===== src/rtl/mux2_arbiter_pkg.sv =====
// rtl/mux2_arbiter_pkg.sv - shared state encoding, select codes and sizing helper
package mux2_arbiter_pkg;

  typedef logic [1:0] state_t;

  localparam state_t ST_IDLE  = 2'b00;
  localparam state_t ST_GNT_A = 2'b01;
  localparam state_t ST_GNT_B = 2'b10;

  localparam logic SEL_A = 1'b0;
  localparam logic SEL_B = 1'b1;

  // Burst counter width; a single-transfer burst still needs one bit of storage
  function automatic int cnt_width(input int max_burst);
    return (max_burst > 1) ? $clog2(max_burst) : 1;
  endfunction

endpackage


===== src/rtl/mux2_arbiter_mux2.sv =====
// rtl/mux2_arbiter_mux2.sv - parameterised 2:1 data multiplexer
module mux2 #(
  parameter int DW = 1
) (
  input  logic          sel,
  input  logic [DW-1:0] a,
  input  logic [DW-1:0] b,
  output logic [DW-1:0] y
);

  assign y = sel ? b : a;

endmodule


===== src/rtl/mux2_arbiter.sv =====
// rtl/mux2_arbiter.sv - round-robin burst-limited arbiter driving a 2:1 mux channel
module mux2_arbiter
  import mux2_arbiter_pkg::*;
#(
  parameter int DW        = 1,
  parameter int MAX_BURST = 4
) (
  input  logic          clk,
  input  logic          rst_n,
  input  logic          req_a,
  input  logic [DW-1:0] data_a,
  output logic          ack_a,
  input  logic          req_b,
  input  logic [DW-1:0] data_b,
  output logic          ack_b,
  output logic          out_valid,
  output logic [DW-1:0] out_data,
  input  logic          out_ready,
  output logic          sel,
  output logic          busy
);

  localparam int            CW       = cnt_width(MAX_BURST);
  localparam logic [CW-1:0] CNT_LAST = CW'(MAX_BURST - 1);

  state_t        state;
  state_t        state_nxt;
  logic [CW-1:0] cnt;
  logic [CW-1:0] cnt_nxt;
  logic          last;
  logic          last_nxt;
  logic          sel_nxt;

  // State register: grant state, registered select, burst count and last winner
  always_ff @(posedge clk) begin
    if (!rst_n) begin
      state <= ST_IDLE;
      sel   <= SEL_A;
      cnt   <= '0;
      last  <= SEL_B;
    end else begin
      state <= state_nxt;
      sel   <= sel_nxt;
      cnt   <= cnt_nxt;
      last  <= last_nxt;
    end
  end

  // Next-state logic; everything holds while the consumer stalls. In a grant
  // state with out_ready high, a present request means this cycle transfers.
  always_comb begin
    state_nxt = state;
    cnt_nxt   = cnt;
    last_nxt  = last;
    if (out_ready) begin
      case (state)
        ST_IDLE: begin
          if (req_a && (!req_b || last == SEL_B)) begin
            state_nxt = ST_GNT_A;
          end else if (req_b) begin
            state_nxt = ST_GNT_B;
          end
        end
        ST_GNT_A: begin
          if (!req_a || (cnt == CNT_LAST && req_b)) begin
            last_nxt  = SEL_A;
            cnt_nxt   = '0;
            state_nxt = req_b ? ST_GNT_B : ST_IDLE;
          end else begin
            cnt_nxt = (cnt == CNT_LAST) ? '0 : cnt + CW'(1);
          end
        end
        ST_GNT_B: begin
          if (!req_b || (cnt == CNT_LAST && req_a)) begin
            last_nxt  = SEL_B;
            cnt_nxt   = '0;
            state_nxt = req_a ? ST_GNT_A : ST_IDLE;
          end else begin
            cnt_nxt = (cnt == CNT_LAST) ? '0 : cnt + CW'(1);
          end
        end
        default: begin
          state_nxt = ST_IDLE;
          cnt_nxt   = '0;
        end
      endcase
    end
    // Select follows the granted side and keeps its value through IDLE
    if (state_nxt == ST_GNT_A) begin
      sel_nxt = SEL_A;
    end else if (state_nxt == ST_GNT_B) begin
      sel_nxt = SEL_B;
    end else begin
      sel_nxt = sel;
    end
  end

  // Output decode from registered state only; no path from req to sel
  always_comb begin
    out_valid = (state == ST_GNT_A && req_a) || (state == ST_GNT_B && req_b);
    ack_a     = (state == ST_GNT_A) && req_a && out_ready;
    ack_b     = (state == ST_GNT_B) && req_b && out_ready;
    busy      = (state != ST_IDLE);
  end

  mux2 #(.DW(DW)) u_mux2 (
    .sel (sel),
    .a   (data_a),
    .b   (data_b),
    .y   (out_data)
  );

endmodule


===== config.mk =====
export PLATFORM = sky130hd
export DESIGN_NAME = mux2_arbiter
export DESIGN_NICKNAME = d
export VERILOG_FILES = /design/src/rtl/mux2_arbiter_pkg.sv /design/src/rtl/mux2_arbiter_mux2.sv /design/src/rtl/mux2_arbiter.sv
export SDC_FILE = /design/constraint.sdc
export NUM_CORES = 1
export LEC_CHECK = 0
export ABC_AREA = 0
export ABC_CLOCK_PERIOD_IN_PS = 4200
export CAP_MARGIN = 20
export CELL_PAD_IN_SITES_DETAIL_PLACEMENT = 0
export CELL_PAD_IN_SITES_GLOBAL_PLACEMENT = 1
export CORE_AREA = 2 2 39 41
export CTS_BUF_LIST = sky130_fd_sc_hd__clkbuf_8
export DETAILED_ROUTE_END_ITERATION = 16
export DIE_AREA = 0 0 41 43
export PLACE_DENSITY = 0.93
export SYNTH_ARGS = -nofsm -noshare
export SYNTH_HDL_FRONTEND = slang
export SYNTH_HIERARCHICAL = 1
export SYNTH_SLANG_ARGS = --single-unit

===== constraint.sdc =====
create_clock -name clk -period 4.2 [get_ports clk]
set_input_delay 0.84 -clock clk [delete_from_list [all_inputs] [get_ports clk]]
set_output_delay 0.84 -clock clk [all_outputs]
set_load 0.02 [all_outputs]

==> impl_metrics.env <==
export IMPL_postCtsSetupBuffers=0
export IMPL_initial_core_util_pct=34.4
export IMPL_nNetsFinal=89
export IMPL_final_common_cell="clkdlybuf4s50_1"
export IMPL_cts_max_path_buffers=2
export IMPL_arrival_ns=2.27
export IMPL_startpoint="out_ready"
export IMPL_final_core_util_pct=47.2
export IMPL_slew_headroom_pct=78.6
export IMPL_yosys_warnings=6
export IMPL_postRouteWirelength_microns=961
export IMPL_whs_ns=0.490
export IMPL_drive_gt1_share_pct=10.7
export IMPL_antenna_found_initial=0
export IMPL_pin_count=13
export IMPL_dieArea_sq_um=1760
export IMPL_skew_ns=0.000490
export IMPL_drc=0
export IMPL_syn_area_per_cell_sq_um=7.79
export IMPL_dr_pass1_iters=3
export IMPL_synth_seq_cells=6
export IMPL_fmax_ghz=0.321
export IMPL_hold_path_startpoint="cnt[0]$_SDFFE_PN0P_"
export IMPL_synth_distinct_cells=26
export IMPL_status="completed"
export IMPL_hold_path_class="reg2reg"
export IMPL_critical_path_class="in2out"
export IMPL_crit_required_ns=3.36
export IMPL_hold_viol=0
export IMPL_gr_total_overflow=0
export IMPL_cts_tree="yes"
export IMPL_p_leak_uw=0.000277
export IMPL_dieHeight_microns=43
export IMPL_rows=14
export IMPL_vias=462
export IMPL_grt_first_pass_wirelength_microns=1690
export IMPL_maxCapViolations=0
export IMPL_final_cell_mix="12 x clkdlybuf4s50_1, 9 x nand2_1, 6 x dfxtp_1, 5 x inv_1, 5 x ha_1"
export IMPL_clockRootBuffer="clkbuf_8"
export IMPL_place_area_sq_um=612
export IMPL_place_congestion=0.712
export IMPL_track_usage_pct=14.5
export IMPL_postCtsResizedCells=0
export IMPL_synth_seq_area_share_pct=25.3
export IMPL_peakVddDrop_mv=0.174
export IMPL_syn_area_sq_um=475
export IMPL_fp_coreArea_sq_um=1380
export IMPL_critPathMaxFanout=9
export IMPL_cts_buffers_inserted=3
export IMPL_hpwl_microns=754
export IMPL_power_density_nw_per_um2=314
export IMPL_synth_cells=61
export IMPL_slew_violations=0
export IMPL_syn_nets=73
export IMPL_finalCritPeriodShare_pct=74.1
export IMPL_die_w_microns=41
export IMPL_fill_cells=151
export IMPL_clk_latency_ns=0.22
export IMPL_final_setup_tns_ns=0
export IMPL_end_kind="primary output"
export IMPL_setup_viol=0
export IMPL_clk_pin_slew_worst_paths_ns=0.03
export IMPL_antenna_cells=0
export IMPL_port_buffers=12
export IMPL_finish_instance_area_sq_um=653
export IMPL_r2r_start="state[1]$_SDFF_PN0_"
export IMPL_grt_max_degree=10
export IMPL_h_tree_depth=1
export IMPL_hold_buffers=0
export IMPL_fin_crit_ns=3.11
export IMPL_antenna_left=0
export IMPL_rsz0062_at_grt="false"
export IMPL_area_growth_pct=37.4
export IMPL_grt_pass1_vias=448
export IMPL_viasPerCell=5.08
export IMPL_tightest_slew_ns=0.322
export IMPL_cp_start_kind="input port"
export IMPL_cts_sinks=6
export IMPL_avgRoutedWirePerCell_microns=10.6
export IMPL_drt_initial_drc_count=6
-- critical path, stage by stage --
cell and delay (ns):
clkdlybuf4s50_1 0.63, and3_2 0.22, clkdlybuf4s50_1 0.59
-- where the power goes --
| part | leakage (uW) | switching, uW | internal [uW] | total (uW) |
|---|---|---|---|---|
| combinational | 0.000206 | 28.4 | 28.7 | 57.2 |
| clock | 0.0000216 | 22.5 | 61.4 | 83.9 |
| sequential | 0.0000489 | 3.43 | 60.8 | 64.2 |
-- state kept, by name (all words and copies together), names as in the netlist --
register / flops
cnt: 2
last: 1
sel: 1
state: 2
-- Yosys cell counts --
library cell / n / area [sq um]
a21oi_1: 2 / 10.0
inv_1: 5 / 18.8
clkbuf_1: 1 / 3.75
a21boi_1: 1 / 7.51
a211oi_1: 1 / 7.51
o22a_4: 1 / 17.5
mux2_4: 1 / 15.0
and3_2: 1 / 7.51
a311o_2: 1 / 11.3
o211ai_1: 1 / 7.51
nor2b_1: 3 / 18.8
nor2_1: 3 / 11.3
dfxtp_1: 6 / 120
o21ai_1: 2 / 10.0
a2bb2oi_1: 1 / 8.76
ha_1: 5 / 62.6
and3_1: 1 / 6.26
nand2_1: 9 / 33.8
o21ai_0: 3 / 15.0
and2_1: 4 / 25.0
nor3_1: 1 / 5.00
nand3_2: 1 / 10.0
nand3_1: 4 / 20.0
a32oi_1: 1 / 8.76
a21boi_0: 1 / 7.51
or2_1: 1 / 6.26
-- routing by layer --
| metal | track usage, % | up-vias | wire (microns) |
|---|---|---|---|
| met1 | 15.5 | 205 | 454 |
| met4 | 14.0 | 0 | 34 |
| met5 | 0 | - | 0 |
| li1 | - | 242 | - |
| met2 | 22.5 | 11 | 430 |
| met3 | 1.57 | 4 | 42 |
-- per-stage QoR --
stage	setup slack (ns)	std cells	total power, uW
2_1_floorplan	2.01	61	99.9
3_3_place_gp	1.09	88	122
3_5_place_dp	1.10	88	122
4_1_cts	1.09	91	209
5_1_grt	1.00	91	217
6_report	1.09	91	205
-- final cells by class --
cell class | count | area (sq um) | area share [%]
Tap cell | 16 | 20.0 | 3.07
Clock buffer | 3 | 41.3 | 6.32
Multi-Input combinational cell | 49 | 333 | 51.0
Timing Repair Buffer | 12 | 120 | 18.4
Inverter | 5 | 18.8 | 2.87
Sequential cell | 6 | 120 | 18.4
-- path summary, 6_finish.rpt --
check | cells after the start | end | slack (ns)
setup / recovery | 3 | ack_b | 1.09
hold / removal | 2 | cnt[0]$_SDFFE_PN0P_ | 0.49
setup reg to reg | 8 | sel$_SDFFE_PP0N_ | 2.32
hold reg to reg | 2 | cnt[0]$_SDFFE_PN0P_ | 0.49
-- cells by family (layout without fill, tap and decap cells) --
family	Yosys count	after routing	synth area share [%]
buf+inv	6	20	4.74
mux	1	1	3.16
simple gates	28	28	30.3
fa+ha+maj	5	5	13.2
flops	6	6	25.3
compound gates	15	15	23.4
(Power assumes the default switching activity.)
